### src/rtl/mux_select_arbiter_pkg.sv
// Shared constants for the 2:1 operand-mux arbiter: select encodings and the
// output-register occupancy states.
package mux_select_arbiter_pkg;

  localparam logic SEL_IN1 = 1'b0;
  localparam logic SEL_IN2 = 1'b1;

  typedef enum logic {
    ST_EMPTY = 1'b0,
    ST_FULL  = 1'b1
  } arb_state_e;

endpackage

### src/rtl/mux_select_arbiter_rr_grant_2.sv
// Two-way round-robin grant, combinational (0 cycles); the caller gates the
// grant with its own load condition, so no backpressure is handled here.
module mux_select_arbiter_rr_grant_2
  import mux_select_arbiter_pkg::*;
(
  input  logic valid_1_i,
  input  logic valid_2_i,
  input  logic prio_i,
  output logic grant_1_o,
  output logic grant_2_o,
  output logic any_grant_o,
  output logic win_idx_o,
  output logic prio_nxt_o
);

  always_comb begin
    grant_1_o = 1'b0;
    grant_2_o = 1'b0;
    if (valid_1_i && valid_2_i) begin
      grant_1_o = (prio_i == SEL_IN1);
      grant_2_o = (prio_i == SEL_IN2);
    end else begin
      grant_1_o = valid_1_i;
      grant_2_o = valid_2_i;
    end
  end

  assign any_grant_o = grant_1_o | grant_2_o;
  assign win_idx_o   = grant_2_o ? SEL_IN2 : SEL_IN1;
  // The loser of this grant is preferred next; with no grant the priority holds.
  assign prio_nxt_o  = any_grant_o ? ~win_idx_o : prio_i;

endmodule

### src/rtl/mux_select_arbiter.sv
// Round-robin 2:1 arbiter with a one-entry output register, 1-cycle latency; input
// ready drops while the held item is unconsumed. MUX_ARB_STATS_EN adds grant counters.
module mux_select_arbiter
  import mux_select_arbiter_pkg::*;
#(
  parameter int DATA_W = 8
`ifdef MUX_ARB_STATS_EN
  ,
  parameter int CNT_W  = 8
`endif
) (
  input  logic              clk,
  input  logic              reset,
  input  logic              in_valid_1,
  input  logic [DATA_W-1:0] in_data_1,
  output logic              in_ready_1,
  input  logic              in_valid_2,
  input  logic [DATA_W-1:0] in_data_2,
  output logic              in_ready_2,
  output logic              out_valid,
  output logic [DATA_W-1:0] out_data,
  input  logic              out_ready,
  output logic              select
`ifdef MUX_ARB_STATS_EN
  ,
  output logic [CNT_W-1:0]  grant_cnt_1,
  output logic [CNT_W-1:0]  grant_cnt_2
`endif
);

  arb_state_e        state_q, state_d;
  logic [DATA_W-1:0] data_q, data_d;
  logic              sel_q, sel_d;
  logic              prio_q, prio_d;

  logic load;
  logic grant_1, grant_2, any_grant, win_idx, prio_nxt;

  mux_select_arbiter_rr_grant_2 u_rr_grant (
    .valid_1_i   (in_valid_1),
    .valid_2_i   (in_valid_2),
    .prio_i      (prio_q),
    .grant_1_o   (grant_1),
    .grant_2_o   (grant_2),
    .any_grant_o (any_grant),
    .win_idx_o   (win_idx),
    .prio_nxt_o  (prio_nxt)
  );

  assign load = (state_q == ST_EMPTY) || out_ready;

  // Ready is masked during reset so no requester sees a transfer that reset discards.
  assign in_ready_1 = load & grant_1 & ~reset;
  assign in_ready_2 = load & grant_2 & ~reset;

  always_comb begin
    state_d = state_q;
    data_d  = data_q;
    sel_d   = sel_q;
    prio_d  = prio_q;
    if (load) begin
      if (any_grant) begin
        state_d = ST_FULL;
        data_d  = grant_2 ? in_data_2 : in_data_1;
        sel_d   = win_idx;
        prio_d  = prio_nxt;
      end else begin
        state_d = ST_EMPTY;
      end
    end
  end

  always_ff @(posedge clk) begin
    if (reset) begin
      state_q <= ST_EMPTY;
      data_q  <= '0;
      sel_q   <= SEL_IN1;
      prio_q  <= SEL_IN1;
    end else begin
      state_q <= state_d;
      data_q  <= data_d;
      sel_q   <= sel_d;
      prio_q  <= prio_d;
    end
  end

  assign out_valid = (state_q == ST_FULL);
  assign out_data  = data_q;
  assign select    = sel_q;

`ifdef MUX_ARB_STATS_EN
  logic [CNT_W-1:0] cnt_1_q, cnt_1_d;
  logic [CNT_W-1:0] cnt_2_q, cnt_2_d;

  // Counters saturate at all-ones rather than wrapping.
  always_comb begin
    cnt_1_d = cnt_1_q;
    cnt_2_d = cnt_2_q;
    if (in_ready_1 && (cnt_1_q != '1)) cnt_1_d = cnt_1_q + CNT_W'(1);
    if (in_ready_2 && (cnt_2_q != '1)) cnt_2_d = cnt_2_q + CNT_W'(1);
  end

  always_ff @(posedge clk) begin
    if (reset) begin
      cnt_1_q <= '0;
      cnt_2_q <= '0;
    end else begin
      cnt_1_q <= cnt_1_d;
      cnt_2_q <= cnt_2_d;
    end
  end

  assign grant_cnt_1 = cnt_1_q;
  assign grant_cnt_2 = cnt_2_q;
`endif

endmodule

### config.mk
export PLATFORM = sky130hd
export DESIGN_NAME = mux_select_arbiter
export DESIGN_NICKNAME = d
export VERILOG_FILES = /design/src/rtl/mux_select_arbiter_pkg.sv /design/src/rtl/mux_select_arbiter_rr_grant_2.sv /design/src/rtl/mux_select_arbiter.sv
export SDC_FILE = /design/constraint.sdc
export NUM_CORES = 1
export LEC_CHECK = 0
export ABC_AREA = 1
export CAP_MARGIN = 10
export CORE_MARGIN = 3
export CORE_UTILIZATION = 25
export DETAILED_ROUTE_END_ITERATION = 7
export GPL_TIMING_DRIVEN = 0
export SYNTH_ARGS = -nofsm -noshare
export SYNTH_HDL_FRONTEND = slang
export SYNTH_SLANG_ARGS = --single-unit
### constraint.sdc
create_clock -name clk -period 1.13 [get_ports clk]
set_input_delay 0.339 -clock clk [delete_from_list [all_inputs] [get_ports clk]]
set_output_delay 0.339 -clock clk [all_outputs]
set_load 0.02 [all_outputs]
# [After elaboration in Yosys (flattened, before gate mapping)]
# Cells that the tools add are included.
[totals] out_inout_bits=12 wordCells=21 inputBits=21 regBits=11
[op_classes] bitwise_logic=9 muxes=5 reduce_logical=3
[op_table] operator="$mux 8" n=1
[op_table] operator="$and 1x1->1" n=4
[op_table] operator="$mux 1" n=4
[op_table] operator="$not 1->1" n=4
[op_table] operator="$reduce_and 2->1" n=1
[op_table] operator="$logic_and 1x1->1" n=1
[op_table] operator="$logic_or 1x1->1" n=1
[op_table] operator="$or 1x1->1" n=1

# [Depth between registers and ports, before layout]
# Gate-level depths: netlist of the first run.
[depth] depth_word=4 ltp_mapped=7 mapped_depth_nobuf=7

# [Modules after synthesis]
# From an unflattened synthesis of the first run, not the netlist that was laid out.
[unflattened] hier_cells=106 hier_area_um2=656.9
[by_module_without_submodules] mod="mux_select_arbiter" seq_area_each_um2=220.2 area_each_um2=614.3 cells_each=97 n_inst=1
[by_module_without_submodules] mod="mux_select_arbiter_rr_grant_2" seq_area_each_um2=0.0 area_each_um2=42.5 cells_each=9 n_inst=1

# [Worst setup path before layout of the first run]
# No wires, ideal clock.
[synth_timing] path_kind="register -> output" startpoint="register state_q, in the netlist out_valid" endpoint="output port in_ready_1" path_buffers=0 path_stages_with_launch=6 t_arrival_ns=1.014 path_slack_ns=-0.223 required_ns=0.791 cell_sequence="dfxtp_1 > nand2_2 > nand2_2 > inv_2 > nand2_1 > nor2_1"
[synth_via] elab_chain_len=4
[synth_lines] element="from (decl)" line_no="mux_select_arbiter.sv:31" text="arb_state_e state_q, state_d;"
[synth_lines] element="from (signal assigned)" line_no="mux_select_arbiter.sv:80" text="state_q <= state_d;"
[synth_lines] element="$not 1->1" line_no="mux_select_arbiter.sv:50" text="assign load = (state_q == ST_EMPTY) || out_ready;"
[synth_lines] element="$logic_or 1x1->1" line_no="mux_select_arbiter.sv:50"
[synth_lines] element="$and 1x1->1 (2 in a row)" line_no="mux_select_arbiter.sv:53" text="assign in_ready_1 = load & grant_1 & ~reset;"
[synth_lines] element="to (decl)" line_no="mux_select_arbiter.sv:16" text="output logic in_ready_1,"
# Every way passes these cells.

# [Worst setup path after layout of the first run]
# Same ends and word-level chain as after synthesis.

==> results of run 1 <==
-- stage by stage --
stage	utilization, %	power, W	hold WS, ns
6_report	52.7	0.00114	0.457
5_1_grt	52.7	0.00121	0.494
4_1_cts	50.9	0.00112	0.455
3_5_place_dp	47.8	0.000842	0.451
3_3_place_gp	47.8	0.000838	0.451
2_1_floorplan	-	0.000664	0.443
-- layout make-up --
type | count | area [sq um]
sequential | 11 | 224
fill | 213 | 976
tap | 27 | 33.8
multi-input combinational | 54 | 322
inverter | 21 | 86.3
buffer | 3 | 33.8
clock buffer | 4 | 26.3
timing repair buffer | 41 | 360
-- metal layers --
layer | share of wire [%] | track usage, % | vias up
li1 | - | - | 364
met1 | 42 | 14.6 | 309
met2 | 47 | 22.0 | 29
met3 | 11 | 3.88 | 0
met4 | 0 | 3.83 | 0
met5 | 0 | 0 | -
-- flip-flops by register name, indices dropped and copies added (netlist names) --
name / count
out_data: 8
out_valid: 1
prio_q: 1
select: 1
-- layout by cell type (no fill, tap or decap), types with 2 or more instances in the layout --
cell	netlist	final
sky130_fd_sc_hd__buf_6	1	5
sky130_fd_sc_hd__buf_2	2	2
sky130_fd_sc_hd__dfxtp_2	0	3
sky130_fd_sc_hd__clkbuf_4	0	3
sky130_fd_sc_hd__a21oi_2	1	2
sky130_fd_sc_hd__buf_4	0	17
sky130_fd_sc_hd__nand2_1	20	18
sky130_fd_sc_hd__dfxtp_1	11	8
sky130_fd_sc_hd__nand2_4	0	4
sky130_fd_sc_hd__nor2_4	0	2
sky130_fd_sc_hd__clkdlybuf4s50_1	0	16
sky130_fd_sc_hd__nand3_1	17	16
sky130_fd_sc_hd__clkdlybuf4s15_1	0	2
sky130_fd_sc_hd__inv_1	20	17
sky130_fd_sc_hd__a21oi_1	10	9
sky130_fd_sc_hd__inv_2	1	2
-- worst max-delay path: stages (launching register included) --
cell	delay, ns
sky130_fd_sc_hd__dfxtp_2	0.33
sky130_fd_sc_hd__nand2_4	0.08
sky130_fd_sc_hd__nand2_4	0.07
sky130_fd_sc_hd__inv_6	0.05
sky130_fd_sc_hd__nand2_4	0.05
sky130_fd_sc_hd__nor2_4	0.08
sky130_fd_sc_hd__buf_6	0.12
-- power by group through the flow --
stage | Combinational [W] | Clock, W | Sequential [W]
6_report | 0.000418 | 0.000271 | 0.000446
4_1_cts | 0.000398 | 0.000277 | 0.000445
2_1_floorplan | 0.000169 | 0 | 0.000495
5_1_grt | 0.000456 | 0.000304 | 0.000452
3_5_place_dp | 0.000389 | 0 | 0.000454
3_3_place_gp | 0.000385 | 0 | 0.000453
-- logic make-up (layout without fill, tap and decap cells) --
group | after synthesis | after routing | share of synthesized area (%)
and+or+nand+nor | 43 | 43 | 33.7
buffers and inverters | 24 | 69 | 17.5
AOI/OAI and AO/OA | 11 | 11 | 10.3
DFF | 11 | 11 | 38.5
-- what timing repair did --
item	4_1_cts	5_1_grt
setup buffers	9	0
resized for setup	65	12
setup endpoints to repair	23	11
pin swaps	5	2
gates cloned	0	0
-- path summary, 6_finish.rpt --
kind                                        startpoint                  endpoint  slack, ns  cells after the start
worst max-delay path            out_valid$_SDFFE_PP0P_                in_ready_1      -0.27                      6
worst min-delay path               select$_SDFFE_PP0P_       select$_SDFFE_PP0P_       0.46                      2
worst max register to register  out_valid$_SDFFE_PP0P_  out_data[1]$_SDFFE_PP0P_       0.08                      7
worst min register to register     select$_SDFFE_PP0P_       select$_SDFFE_PP0P_       0.46                      2
==> impl_results.html, run 1 <==
<table>
<tr><th>Metric</th><th>Value</th></tr>
<tr><th colspan="2">Final layout</th></tr>
<tr><td>Number of nets in the finished design</td><td>156</td></tr>
<tr><td>Non-filler instance count after layout</td><td>161</td></tr>
<tr><td>Ratio of cells with drive above 1 in the final layout</td><td>34.3%</td></tr>
<tr><td>Count of antenna diodes in the layout</td><td>0</td></tr>
<tr><td>Layout Area Growth over Synthesis</td><td>89.9%</td></tr>
<tr><td>Final std cell area, no fill</td><td>1090 sq um</td></tr>
<tr><th colspan="2">Logic synthesis</th></tr>
<tr><td>Sequential fraction of the synthesis area</td><td>38.5%</td></tr>
<tr><td>Commonest cells post-synth</td><td>20 x sky130_fd_sc_hd__inv_1, 20 x sky130_fd_sc_hd__nand2_1, 17 x sky130_fd_sc_hd__nand3_1</td></tr>
<tr><td>#FFs+latches synth</td><td>11</td></tr>
<tr><td>Dominant cells by area after synthesis</td><td>sky130_fd_sc_hd__dfxtp_1 39%, sky130_fd_sc_hd__nand3_1 15%, sky130_fd_sc_hd__inv_1 13%</td></tr>
<tr><td>Warnings, synthesis</td><td>0</td></tr>
<tr><td>Post-synthesis net count</td><td>110</td></tr>
<tr><td>Unique cell type count in the Yosys netlist</td><td>11</td></tr>
<tr><td>Commonest register cell after synthesis</td><td>sky130_fd_sc_hd__dfxtp_1</td></tr>
<tr><td>Mapped Area</td><td>572 sq um</td></tr>
<tr><td>Number of enable-type register cells in the synthesized netlist</td><td>0</td></tr>
<tr><td>Top-area cell type share of the netlist area</td><td>38.5%</td></tr>
<tr><td>Cell type with the highest aggregate area in the netlist</td><td>sky130_fd_sc_hd__dfxtp_1</td></tr>
<tr><td>Post-Syn Instances</td><td>89</td></tr>
<tr><td>Avg Cell Area, Syn</td><td>6.42 sq um</td></tr>
<tr><td>Share of flip-flops with an asynchronous set or reset</td><td>0%</td></tr>
<tr><th colspan="2">Timing</th></tr>
<tr><td>Final hold vios</td><td>0</td></tr>
<tr><td>Final number of max-transition violations</td><td>0</td></tr>
<tr><td>Headroom to the max-slew limit</td><td>87.6%</td></tr>
<tr><td>Slew at the pin closest to its max-slew limit</td><td>0.185 ns</td></tr>
<tr><td>Final period utilization</td><td>124%</td></tr>
<tr><td>Final worst-path setup slack</td><td>-0.267 ns</td></tr>
<tr><td>Maximum clock frequency</td><td>716 MHz</td></tr>
<tr><td>Sum of negative setup slack</td><td>-0.515 ns</td></tr>
<tr><td>Crit path time final</td><td>1.40 ns</td></tr>
<tr><td>Post-Route Skew</td><td>0.00110 ns</td></tr>
<tr><td>Number of endpoints failing setup at the final stage</td><td>2</td></tr>
<tr><td>Unrepaired setup endpoints after global routing</td><td>yes</td></tr>
<tr><th colspan="2">Route</th></tr>
<tr><td>Antenna violation net count after detailed routing</td><td>0</td></tr>
<tr><td>Total wirelength of the detailed-routed design</td><td>1.70 mm</td></tr>
<tr><td>Wire length per cell after detailed routing</td><td>10.6 um</td></tr>
<tr><td>Total iterations of the first detailed-routing run</td><td>4</td></tr>
<tr><td>Initial drt markers</td><td>8</td></tr>
<tr><td>Residual DRC count</td><td>0</td></tr>
<tr><td>Mean number of vias per cell</td><td>4.36</td></tr>
<tr><td>Number of vias in the routed layout</td><td>702</td></tr>
<tr><th colspan="2">Pwr</th></tr>
<tr><td>Cell area power density</td><td>1050 nW/um^2</td></tr>
<tr><td>Switching power as a share of total power</td><td>32.1%</td></tr>
<tr><td>Net Switching</td><td>0.000365 W</td></tr>
<tr><td>Clock group share of total power</td><td>23.9%</td></tr>
<tr><td>Internal power summed over all cells</td><td>0.000771 W</td></tr>
<tr><td>Combinational power share</td><td>36.8%</td></tr>
<tr><td>Maximum ir drop on the vdd rail</td><td>663 uV</td></tr>
<tr><td>Leakage power of the design</td><td>0.552 nW</td></tr>
<tr><td>Sequential group share of total power</td><td>39.3%</td></tr>
<tr><th colspan="2">Place</th></tr>
<tr><td>Final HPWL DP</td><td>1.17 mm</td></tr>
<tr><td>Count of buffers inserted at the top-level ports</td><td>32</td></tr>
<tr><td>Post-place setup slack</td><td>-1.16 ns</td></tr>
<tr><td>Placer's final routability congestion estimate</td><td>0.695</td></tr>
<tr><td>Area after detailed placement</td><td>986 sq um</td></tr>
<tr><td>Placed Instances</td><td>148</td></tr>
<tr><th colspan="2">Floorplan</th></tr>
<tr><td>Total Die Area</td><td>2900 sq um</td></tr>
<tr><td>Die Height</td><td>53.8 um</td></tr>
<tr><td>Cell Rows</td><td>16</td></tr>
<tr><td>Overall die width</td><td>53.8 um</td></tr>
<tr><td>Number of I/O pins</td><td>33</td></tr>
<tr><td>Initial Utilization</td><td>27.7%</td></tr>
<tr><td>Placeable core area</td><td>2060 sq um</td></tr>
<tr><th colspan="2">Clocking</th></tr>
<tr><td>Clock tree from TritonCTS</td><td>done</td></tr>
<tr><td>CTS Sinks</td><td>11</td></tr>
<tr><td>Master cell of the clock root buffer</td><td>sky130_fd_sc_hd__clkbuf_4</td></tr>
<tr><td>Number of buffers on the longest clock path</td><td>2</td></tr>
<tr><td>Post-cts hold buffer count</td><td>0</td></tr>
<tr><td>H-tree level count</td><td>1</td></tr>
<tr><td>Clock transition at path regs</td><td>0.07 ns</td></tr>
<tr><td>Clock latency on the worst-skew pair</td><td>0.27 ns</td></tr>
<tr><td>Total CTS buffers</td><td>3</td></tr>
<tr><th colspan="2">Outcome</th></tr>
<tr><td>Outcome</td><td>finished, violations left</td></tr>
<tr><td>Failing checks</td><td>negative setup slack</td></tr>
<tr><th colspan="2">GRT</th></tr>
<tr><td>Global-route wire length before repair</td><td>2.63 mm</td></tr>
<tr><td>Maximum number of pins on one net before global-route repair</td><td>11</td></tr>
<tr><td>Total Routing Usage GR</td><td>12.6%</td></tr>
<tr><td>Initial antenna violation count</td><td>0</td></tr>
<tr><td>Vias in the first global route</td><td>658</td></tr>
<tr><td>Overflow after GRT</td><td>0</td></tr>
<tr><th colspan="2">Worst setup path</th></tr>
<tr><td>Type of element capturing the critical path</td><td>output pin</td></tr>
<tr><td>Data required time of the critical path</td><td>0.79 ns</td></tr>
<tr><td>Maximum fanout count along the critical path</td><td>3</td></tr>
<tr><td>CP Data Arrival Time</td><td>1.06 ns</td></tr>
<tr><td>Classification of the worst setup path</td><td>reg2out</td></tr>
<tr><td>Startpoint type of the worst setup path</td><td>flip-flop</td></tr>
<tr><th colspan="2">Worst hold path</th></tr>
<tr><td>Path class of the lowest-slack min-delay path</td><td>reg2reg</td></tr>
<tr><th colspan="2">Job</th></tr>
<tr><td>Number of max-capacitance violations reported</td><td>0</td></tr>
</table>
Power figures use the tool's default switching activity.
==> run 2, diff against run 1 <==
--- a/config.mk
+++ b/config.mk
@@ -11,6 +11,7 @@
 export CORE_UTILIZATION = 25
 export DETAILED_ROUTE_END_ITERATION = 7
 export GPL_TIMING_DRIVEN = 0
+export PLACE_DENSITY = 0.63
 export SYNTH_ARGS = -nofsm -noshare
 export SYNTH_HDL_FRONTEND = slang
 export SYNTH_SLANG_ARGS = --single-unit
==> run 2 against run 1 <==
The run still ends with negative setup slack left. Worst hold slack better by 0.015 ns. Clock power is 4% higher. Design area is 3.1% higher. Cell count stayed put. Register-to-register slack worse by 0.03 ns. Die area stayed put. Core utilization is 1.6 points higher. Sequential cell count stayed put. First-iteration DRC count is 13% higher. Largest cell class unchanged. Sequential share of layout area is 0.40 points lower. Highest routed layer is now met4. Via count is 1.3% lower. Critical path type unchanged. Routed wire length is 13% higher.
==> impl_results.html, run 2 (same netlist as run 1, synthesis figures left out) <==
<table>
<tr><th>Metric</th><th>Value</th></tr>
<tr><th colspan="2">Clocking</th></tr>
<tr><td>Clock tree from TritonCTS</td><td>done</td></tr>
<tr><td>Master cell of the clock root buffer</td><td>sky130_fd_sc_hd__clkbuf_4</td></tr>
<tr><td>Post-cts hold buffer count</td><td>0 (unchanged)</td></tr>
<tr><td>Clock transition at path regs</td><td>0.07 ns (about the same)</td></tr>
<tr><td>H-tree level count</td><td>1 (unchanged)</td></tr>
<tr><td>Total CTS buffers</td><td>3 (unchanged)</td></tr>
<tr><td>Clock latency on the worst-skew pair</td><td>0.27 ns (about the same)</td></tr>
<tr><td>Number of buffers on the longest clock path</td><td>2 (unchanged)</td></tr>
<tr><td>CTS Sinks</td><td>11 (unchanged)</td></tr>
<tr><th colspan="2">Final layout</th></tr>
<tr><td>Max reg flops</td><td>8 (unchanged)</td></tr>
<tr><td>Most frequent cells in the layout</td><td>18 x sky130_fd_sc_hd__nand2_1, 17 x sky130_fd_sc_hd__inv_1, 17 x sky130_fd_sc_hd__buf_4</td></tr>
<tr><td>Final std cell area, no fill</td><td>1120 sq um (+3.1%)</td></tr>
<tr><td>Ratio of cells with drive above 1 in the final layout</td><td>36.6% (+2.2 points)</td></tr>
<tr><td>Layout Area Growth over Synthesis</td><td>95.8%</td></tr>
<tr><td>Number of nets in the finished design</td><td>156 (unchanged)</td></tr>
<tr><td>Most common cell after layout, fill and taps aside</td><td>sky130_fd_sc_hd__nand2_1</td></tr>
<tr><td>Count of antenna diodes in the layout</td><td>0 (unchanged)</td></tr>
<tr><th colspan="2">Timing</th></tr>
<tr><td>Final number of max-transition violations</td><td>0 (unchanged)</td></tr>
<tr><td>Maximum clock frequency</td><td>695 MHz (-2.9%)</td></tr>
<tr><td>Slew at the pin closest to its max-slew limit</td><td>0.160 ns (-0.0259 ns)</td></tr>
<tr><td>Final hold vios</td><td>0 (unchanged)</td></tr>
<tr><td>Final period utilization</td><td>127% (+3.7 points)</td></tr>
<tr><td>Final worst-path setup slack</td><td>-0.309 ns (-0.0417 ns)</td></tr>
<tr><td>Headroom to the max-slew limit</td><td>89.4% (+1.7 points)</td></tr>
<tr><td>Post-Route Skew</td><td>0.00115 ns (+0.0000522 ns)</td></tr>
<tr><td>Crit path time final</td><td>1.44 ns (+0.0417 ns)</td></tr>
<tr><td>Worst slack on hold paths</td><td>0.472 ns (+0.0151 ns)</td></tr>
<tr><td>Number of endpoints failing setup at the final stage</td><td>2 (unchanged)</td></tr>
<tr><td>Unrepaired setup endpoints after global routing</td><td>yes</td></tr>
<tr><th colspan="2">Place</th></tr>
<tr><td>Area after detailed placement</td><td>986 sq um (unchanged)</td></tr>
<tr><td>Count of buffers inserted at the top-level ports</td><td>32 (unchanged)</td></tr>
<tr><td>Final HPWL DP</td><td>1.21 mm (+3.3%)</td></tr>
<tr><td>Placer's final routability congestion estimate</td><td>0.699 (+0.58%)</td></tr>
<tr><th colspan="2">Worst setup path</th></tr>
<tr><td>Critical path buffers and inverters</td><td>2 (unchanged)</td></tr>
<tr><td>Cell breakdown of the critical path</td><td>nand2_4 -&gt; nand2_4 -&gt; inv_8 -&gt; nand2_4 -&gt; nor2_4 -&gt; buf_6</td></tr>
<tr><td>Slowest-stage cell, CP</td><td>sky130_fd_sc_hd__dfxtp_2</td></tr>
<tr><td>Worst setup path start</td><td>out_valid$_SDFFE_PP0P_</td></tr>
<tr><td>Startpoint type of the worst setup path</td><td>flip-flop</td></tr>
<tr><td>Data required time of the critical path</td><td>0.79 ns (about the same)</td></tr>
<tr><td>WP depth</td><td>6 (unchanged)</td></tr>
<tr><td>Classification of the worst setup path</td><td>reg2out</td></tr>
<tr><td>Type of element capturing the critical path</td><td>output pin</td></tr>
<tr><td>Register-to-register setup slack</td><td>0.05 ns (-0.03 ns)</td></tr>
<tr><td>Worst R2R Path Depth</td><td>7 (unchanged)</td></tr>
<tr><td>CP top delay family</td><td>flip-flops</td></tr>
<tr><td>Critical Path Most Common Cell</td><td>sky130_fd_sc_hd__nand2_4</td></tr>
<tr><td>Endpoint of the worst-slack reg-to-reg timing path</td><td>out_data[5]$_SDFFE_PP0P_</td></tr>
<tr><td>CP Data Arrival Time</td><td>1.10 ns (+0.04 ns)</td></tr>
<tr><td>R2r startpoint</td><td>out_valid$_SDFFE_PP0P_</td></tr>
<tr><td>Maximum fanout count along the critical path</td><td>3 (unchanged)</td></tr>
<tr><td>CP endpoint</td><td>in_ready_1</td></tr>
<tr><td>Largest stage delay on the critical path</td><td>0.34 ns (about the same)</td></tr>
<tr><th colspan="2">Route</th></tr>
<tr><td>Residual DRC count</td><td>0 (unchanged)</td></tr>
<tr><td>Wire length per cell after detailed routing</td><td>11.9 um (+13%)</td></tr>
<tr><td>Antenna violation net count after detailed routing</td><td>0 (unchanged)</td></tr>
<tr><td>Number of vias in the routed layout</td><td>693 (-1.3%)</td></tr>
<tr><td>Mean number of vias per cell</td><td>4.30 (-1.3%)</td></tr>
<tr><td>Total iterations of the first detailed-routing run</td><td>4 (unchanged)</td></tr>
<tr><td>Total wirelength of the detailed-routed design</td><td>1.92 mm (+13%)</td></tr>
<tr><td>Initial drt markers</td><td>9 (+1)</td></tr>
<tr><th colspan="2">GRT</th></tr>
<tr><td>Global-route wire length before repair</td><td>2.88 mm (+9.5%)</td></tr>
<tr><td>Overflow after GRT</td><td>0 (unchanged)</td></tr>
<tr><td>Initial antenna violation count</td><td>0 (unchanged)</td></tr>
<tr><td>Total Routing Usage GR</td><td>14.2% (+1.6 points)</td></tr>
<tr><td>Maximum number of pins on one net before global-route repair</td><td>11 (unchanged)</td></tr>
<tr><td>Vias in the first global route</td><td>667 (+1.4%)</td></tr>
<tr><th colspan="2">Pwr</th></tr>
<tr><td>Internal power summed over all cells</td><td>0.000788 W (+2.2%)</td></tr>
<tr><td>Switching power as a share of total power</td><td>33.0% (+0.87 points)</td></tr>
<tr><td>Net Switching</td><td>0.000388 W (+6.3%)</td></tr>
<tr><td>Combinational power share</td><td>37.7% (+0.9 points)</td></tr>
<tr><td>Clock group share of total power</td><td>24.1% (+0.2 points)</td></tr>
<tr><td>Leakage power of the design</td><td>0.564 nW (+2.2%)</td></tr>
<tr><td>Maximum ir drop on the vdd rail</td><td>393 uV (-41%)</td></tr>
<tr><td>Sequential group share of total power</td><td>38.2% (-1.1 points)</td></tr>
<tr><td>Cell area power density</td><td>1050 nW/um^2 (+0.43%)</td></tr>
<tr><th colspan="2">Floorplan</th></tr>
<tr><td>Die Height</td><td>53.8 um (unchanged)</td></tr>
<tr><td>Placeable core area</td><td>2060 sq um (unchanged)</td></tr>
<tr><td>Cell Rows</td><td>16 (unchanged)</td></tr>
<tr><td>Overall die width</td><td>53.8 um (unchanged)</td></tr>
<tr><td>Total Die Area</td><td>2900 sq um (unchanged)</td></tr>
<tr><td>Initial Utilization</td><td>27.7% (unchanged)</td></tr>
<tr><td>Number of I/O pins</td><td>33 (unchanged)</td></tr>
<tr><th colspan="2">Worst hold path</th></tr>
<tr><td>Path class of the lowest-slack min-delay path</td><td>reg2reg</td></tr>
<tr><th colspan="2">Outcome</th></tr>
<tr><td>Failing checks</td><td>negative setup slack</td></tr>
<tr><td>Outcome</td><td>finished, violations left</td></tr>
<tr><th colspan="2">Job</th></tr>
<tr><td>Number of max-capacitance violations reported</td><td>0 (unchanged)</td></tr>
</table>
-- run 2: cell count changes in the layout (fill, tap and decap cells not counted), sizes merged --
cell,before,now
clkbuf,4,5
buf,24,23
-- run 2: layer usage --
layer  part of all wire (%)  vias to the layer above  GRT usage (%)  wire (um)
li1                       -                      363              -          -
met1                     41                      302           16.1        780
met2                     50                       24           24.2        958
met3                    7.9                        4           2.77        151
met4                    1.4                        0           8.94         26
met5                      0                        -              0          0
-- run 2: cell type report --
class	instances	area [sq um]
fill	199	942
timing repair buffer	41	380
multi-input combinational	54	327
sequential	11	226
inverter	21	88.8
buffer	3	37.5
tap	27	33.8
clock buffer	4	26.3
-- run 2: worst min path at each step --
stage	slack, ns	cells past startpoint	from	end
finish	0.47	2	select$_SDFFE_PP0P_	select$_SDFFE_PP0P_
global route	0.49	2	prio_q$_SDFFE_PP0P_	prio_q$_SDFFE_PP0P_
CTS	0.46	2	select$_SDFFE_PP0P_	select$_SDFFE_PP0P_
detailed placement	0.46	2	prio_q$_SDFFE_PP0P_	prio_q$_SDFFE_PP0P_
global placement	0.45	2	select$_SDFFE_PP0P_	select$_SDFFE_PP0P_
floorplan	0.44	2	prio_q$_SDFFE_PP0P_	prio_q$_SDFFE_PP0P_
-- run 2: worst reg2reg max path, cell delays in order (launching register included) --
cell,delay [ns]
sky130_fd_sc_hd__dfxtp_2,0.34
sky130_fd_sc_hd__nand2_4,0.09
sky130_fd_sc_hd__nand2_4,0.08
sky130_fd_sc_hd__buf_4,0.16
sky130_fd_sc_hd__clkbuf_16,0.15
sky130_fd_sc_hd__a21oi_1,0.11
sky130_fd_sc_hd__nand2_1,0.06
sky130_fd_sc_hd__inv_1,0.05
-- run 2: repair_timing --
item / in CTS / in global routing
gates resized for setup: 69 / 14
gates cloned: 0 / 1
pin swaps: 4 / 3
buffers inserted: 9 / 3
endpoints found under the setup margin: 23 / 14
-- run 2: power groups by stage --
stage          combinational [W]  sequential (W)  clock [W]
2_1_floorplan           0.000169        0.000495          0
3_3_place_gp            0.000385        0.000452          0
3_5_place_dp            0.000389        0.000454          0
4_1_cts                 0.000406        0.000446   0.000296
5_1_grt                 0.000481        0.000453   0.000308
6_report                0.000444        0.000449   0.000283
-- run 2: per-stage QoR --
stage	total power [W]	util (%)	setup TNS (ns)	setup WS, ns	cells
after floorplan	0.000664	-	0	0.00474	89
after global placement	0.000837	47.8	-7.41	-1.15	148
after detailed placement	0.000843	47.8	-7.55	-1.18	148
after CTS	0.00115	51.4	-0.582	-0.291	161
after global routing	0.00124	54.3	-0.716	-0.368	161
final	0.00118	54.3	-0.576	-0.309	161
==> run 3, diff against run 2 <==
--- a/config.mk
+++ b/config.mk
@@ -9,9 +9,11 @@
 export CAP_MARGIN = 10
 export CORE_MARGIN = 3
 export CORE_UTILIZATION = 25
+export CTS_CLUSTER_DIAMETER = 100
 export DETAILED_ROUTE_END_ITERATION = 7
 export GPL_TIMING_DRIVEN = 0
 export PLACE_DENSITY = 0.63
+export SETUP_SLACK_MARGIN = 0.1
 export SYNTH_ARGS = -nofsm -noshare
 export SYNTH_HDL_FRONTEND = slang
 export SYNTH_SLANG_ARGS = --single-unit
==> run 3 against run 2 <==
The run still ends with negative setup slack left. Clock skew up 0.0048 ns. Total power up 4.5%. Routed wire length down 0.26%. Global-route usage up 1.4 points. Core utilization up 4.8 points. Via count up 5.1%. Worst hold slack worse by 0.0057 ns. Fmax up 2.1%. Critical path type unchanged. Largest cell class unchanged.
==> impl_results.html, run 3 (same netlist as run 1, synthesis figures left out) <==
<table>
<tr><th>Metric</th><th>Value</th></tr>
<tr><th colspan="2">Timing</th></tr>
<tr><td>Post-Route Skew</td><td>0.00594 ns (+0.00480 ns)</td></tr>
<tr><td>Crit path time final</td><td>1.41 ns (-0.0292 ns)</td></tr>
<tr><td>Final number of max-transition violations</td><td>0 (unchanged)</td></tr>
<tr><td>Sum of negative setup slack</td><td>-0.817 ns (-0.241 ns)</td></tr>
<tr><td>Unrepaired setup endpoints after global routing</td><td>yes</td></tr>
<tr><td>Number of endpoints failing setup at the final stage</td><td>7 (+5)</td></tr>
<tr><td>Maximum clock frequency</td><td>710 MHz (+2.1%)</td></tr>
<tr><td>Final hold vios</td><td>0 (unchanged)</td></tr>
<tr><td>Slew at the pin closest to its max-slew limit</td><td>0.244 ns (+0.0846 ns)</td></tr>
<tr><td>Final worst-path setup slack</td><td>-0.279 ns (+0.0292 ns)</td></tr>
<tr><td>Final period utilization</td><td>125% (-2.6 points)</td></tr>
<tr><td>Worst slack on hold paths</td><td>0.466 ns (-0.00565 ns)</td></tr>
<tr><td>Headroom to the max-slew limit</td><td>83.7% (-5.6 points)</td></tr>
<tr><th colspan="2">GRT</th></tr>
<tr><td>Global-route wire length before repair</td><td>3.19 mm (+11%)</td></tr>
<tr><td>Initial antenna violation count</td><td>0 (unchanged)</td></tr>
<tr><td>Vias in the first global route</td><td>756 (+13%)</td></tr>
<tr><td>Total Routing Usage GR</td><td>15.6% (+1.4 points)</td></tr>
<tr><td>Overflow after GRT</td><td>0 (unchanged)</td></tr>
<tr><td>Maximum number of pins on one net before global-route repair</td><td>9 (-2)</td></tr>
<tr><th colspan="2">Final layout</th></tr>
<tr><td>Max reg flops</td><td>8 (unchanged)</td></tr>
<tr><td>Non-filler instance count after layout</td><td>165 (+2.5%)</td></tr>
<tr><td>Number of nets in the finished design</td><td>160 (+2.6%)</td></tr>
<tr><td>Most common cell after layout, fill and taps aside</td><td>sky130_fd_sc_hd__nand2_1</td></tr>
<tr><td>Layout Area Growth over Synthesis</td><td>113%</td></tr>
<tr><td>Ratio of cells with drive above 1 in the final layout</td><td>47.1% (+11 points)</td></tr>
<tr><td>Most frequent cells in the layout</td><td>18 x sky130_fd_sc_hd__nand2_1, 16 x sky130_fd_sc_hd__nand3_1, 16 x sky130_fd_sc_hd__inv_1, 16 x sky130_fd_sc_hd__clkdlybuf4s50_1, 13 x sky130_fd_sc_hd__buf_6</td></tr>
<tr><td>Final std cell area, no fill</td><td>1220 sq um (+8.8%)</td></tr>
<tr><td>Count of antenna diodes in the layout</td><td>0 (unchanged)</td></tr>
<tr><td>Final standard cell utilization of the core</td><td>59.1% (+4.8 points)</td></tr>
<tr><th colspan="2">Place</th></tr>
<tr><td>Placer's final routability congestion estimate</td><td>0.696 (-0.37%)</td></tr>
<tr><td>Count of buffers inserted at the top-level ports</td><td>32 (unchanged)</td></tr>
<tr><td>Area after detailed placement</td><td>988 sq um (+0.25%)</td></tr>
<tr><td>Placed Instances</td><td>148 (unchanged)</td></tr>
<tr><td>Final HPWL DP</td><td>1.19 mm (-1.5%)</td></tr>
<tr><th colspan="2">Clocking</th></tr>
<tr><td>Clock tree from TritonCTS</td><td>done</td></tr>
<tr><td>Clock latency on the worst-skew pair</td><td>0.27 ns (about the same)</td></tr>
<tr><td>Post-cts hold buffer count</td><td>0 (unchanged)</td></tr>
<tr><td>Total CTS buffers</td><td>3 (unchanged)</td></tr>
<tr><td>Clock transition at path regs</td><td>0.07 ns (about the same)</td></tr>
<tr><td>Master cell of the clock root buffer</td><td>sky130_fd_sc_hd__clkbuf_4</td></tr>
<tr><td>Number of buffers on the longest clock path</td><td>2 (unchanged)</td></tr>
<tr><td>H-tree level count</td><td>1 (unchanged)</td></tr>
<tr><td>CTS Sinks</td><td>11 (unchanged)</td></tr>
<tr><th colspan="2">Pwr</th></tr>
<tr><td>Cell area power density</td><td>1010 nW/um^2 (-4.0%)</td></tr>
<tr><td>Maximum ir drop on the vdd rail</td><td>527 uV (+34%)</td></tr>
<tr><td>Leakage power of the design</td><td>0.599 nW (+6.2%)</td></tr>
<tr><th colspan="2">Route</th></tr>
<tr><td>Number of vias in the routed layout</td><td>728 (+5.1%)</td></tr>
<tr><td>Residual DRC count</td><td>0 (unchanged)</td></tr>
<tr><td>Antenna violation net count after detailed routing</td><td>0 (unchanged)</td></tr>
<tr><td>Initial drt markers</td><td>9 (unchanged)</td></tr>
<tr><td>Total wirelength of the detailed-routed design</td><td>1.91 mm (-0.26%)</td></tr>
<tr><td>Mean number of vias per cell</td><td>4.41 (+2.5%)</td></tr>
<tr><td>Total iterations of the first detailed-routing run</td><td>4 (unchanged)</td></tr>
<tr><td>Wire length per cell after detailed routing</td><td>11.6 um (-2.7%)</td></tr>
<tr><th colspan="2">Worst setup path</th></tr>
<tr><td>Slowest-stage cell, CP</td><td>sky130_fd_sc_hd__dfxtp_2</td></tr>
<tr><td>Data required time of the critical path</td><td>0.79 ns (about the same)</td></tr>
<tr><td>Maximum fanout count along the critical path</td><td>3 (unchanged)</td></tr>
<tr><td>Critical Path Most Common Cell</td><td>sky130_fd_sc_hd__nand2_4</td></tr>
<tr><td>Classification of the worst setup path</td><td>reg2out</td></tr>
<tr><td>Startpoint type of the worst setup path</td><td>flip-flop</td></tr>
<tr><td>CP Data Arrival Time</td><td>1.07 ns (-0.03 ns)</td></tr>
<tr><td>Largest stage delay on the critical path</td><td>0.34 ns (about the same)</td></tr>
<tr><td>Cell breakdown of the critical path</td><td>nand2_4 -&gt; nand2_4 -&gt; inv_8 -&gt; nand2_4 -&gt; nor2_4 -&gt; buf_6</td></tr>
<tr><td>Type of element capturing the critical path</td><td>output pin</td></tr>
<tr><th colspan="2">Floorplan</th></tr>
<tr><td>Initial Utilization</td><td>27.7% (unchanged)</td></tr>
<tr><td>Number of I/O pins</td><td>33 (unchanged)</td></tr>
<tr><td>Placeable core area</td><td>2060 sq um (unchanged)</td></tr>
<tr><td>Die Height</td><td>53.8 um (unchanged)</td></tr>
<tr><td>Total Die Area</td><td>2900 sq um (unchanged)</td></tr>
<tr><td>Overall die width</td><td>53.8 um (unchanged)</td></tr>
<tr><td>Cell Rows</td><td>16 (unchanged)</td></tr>
<tr><th colspan="2">Job</th></tr>
<tr><td>Number of max-capacitance violations reported</td><td>0 (unchanged)</td></tr>
<tr><th colspan="2">Outcome</th></tr>
<tr><td>Failing checks</td><td>negative setup slack</td></tr>
<tr><td>Outcome</td><td>finished, violations left</td></tr>
<tr><th colspan="2">Worst hold path</th></tr>
<tr><td>Path class of the lowest-slack min-delay path</td><td>reg2reg</td></tr>
</table>
[run 3: metal layers]
| layer | routed length (um) | part of all wire [%] | vias to the layer above | global-route usage [%] |
|---|---|---|---|---|
| li1 | - | - | 370 | - |
| met1 | 762 | 40 | 329 | 17.3 |
| met2 | 949 | 50 | 29 | 27.4 |
| met3 | 199 | 10 | 0 | 5.54 |
| met4 | 0 | 0 | 0 | 5.11 |
| met5 | 0 | 0 | - | 0 |
[run 3: what timing repair did]
action,in CTS,in global routing
hold endpoints to repair,0,0
pin swaps,5,3
gates resized for setup,100,1
gates cloned,1,0
setup buffers,10,3
setup endpoints to repair,23,22
[run 3: metrics by stage]
step / total power [W] / worst slack [ns]
global route: 0.00131 / -0.326
detailed placement: 0.000845 / -1.15
finish: 0.00123 / -0.279
global placement: 0.000840 / -1.14
CTS: 0.00123 / -0.282
floorplan: 0.000665 / 0.0163
[run 3: path summary, 6_finish.rpt]
kind                          start                  endpoint  slack, ns  depth (start not counted)
max reg2reg  out_valid$_SDFFE_PP0P_  out_data[5]$_SDFFE_PP0P_      -0.05                          7
min             prio_q$_SDFFE_PP0P_       prio_q$_SDFFE_PP0P_       0.47                          2
min reg2reg     prio_q$_SDFFE_PP0P_       prio_q$_SDFFE_PP0P_       0.47                          2
max          out_valid$_SDFFE_PP0P_                in_ready_1      -0.28                          6
[run 3: power breakdown]
part / switching [W] / leakage, nW / internal (W) / total [W]
Combinational: 0.000231 / 0.490 / 0.000267 / 0.000498
Sequential: 0.0000261 / 0.0946 / 0.000433 / 0.000459
Clock: 0.000135 / 0.0150 / 0.000137 / 0.000271
[run 3: layout make-up]
cell class / count / area, sq um
buffer: 3 / 37.5
clock buffer: 4 / 26.3
fill: 188 / 843
inverter: 21 / 91.3
multi-input combinational: 54 / 345
sequential: 11 / 234
tap: 27 / 33.8
timing repair buffer: 45 / 450
[run 3: critical path, delay by kind of cell, from the launching register on]
family	cells	cell delay (ns)
buffers and inverters	2	0.18
DFF	1	0.34
and+or+nand+nor	4	0.28
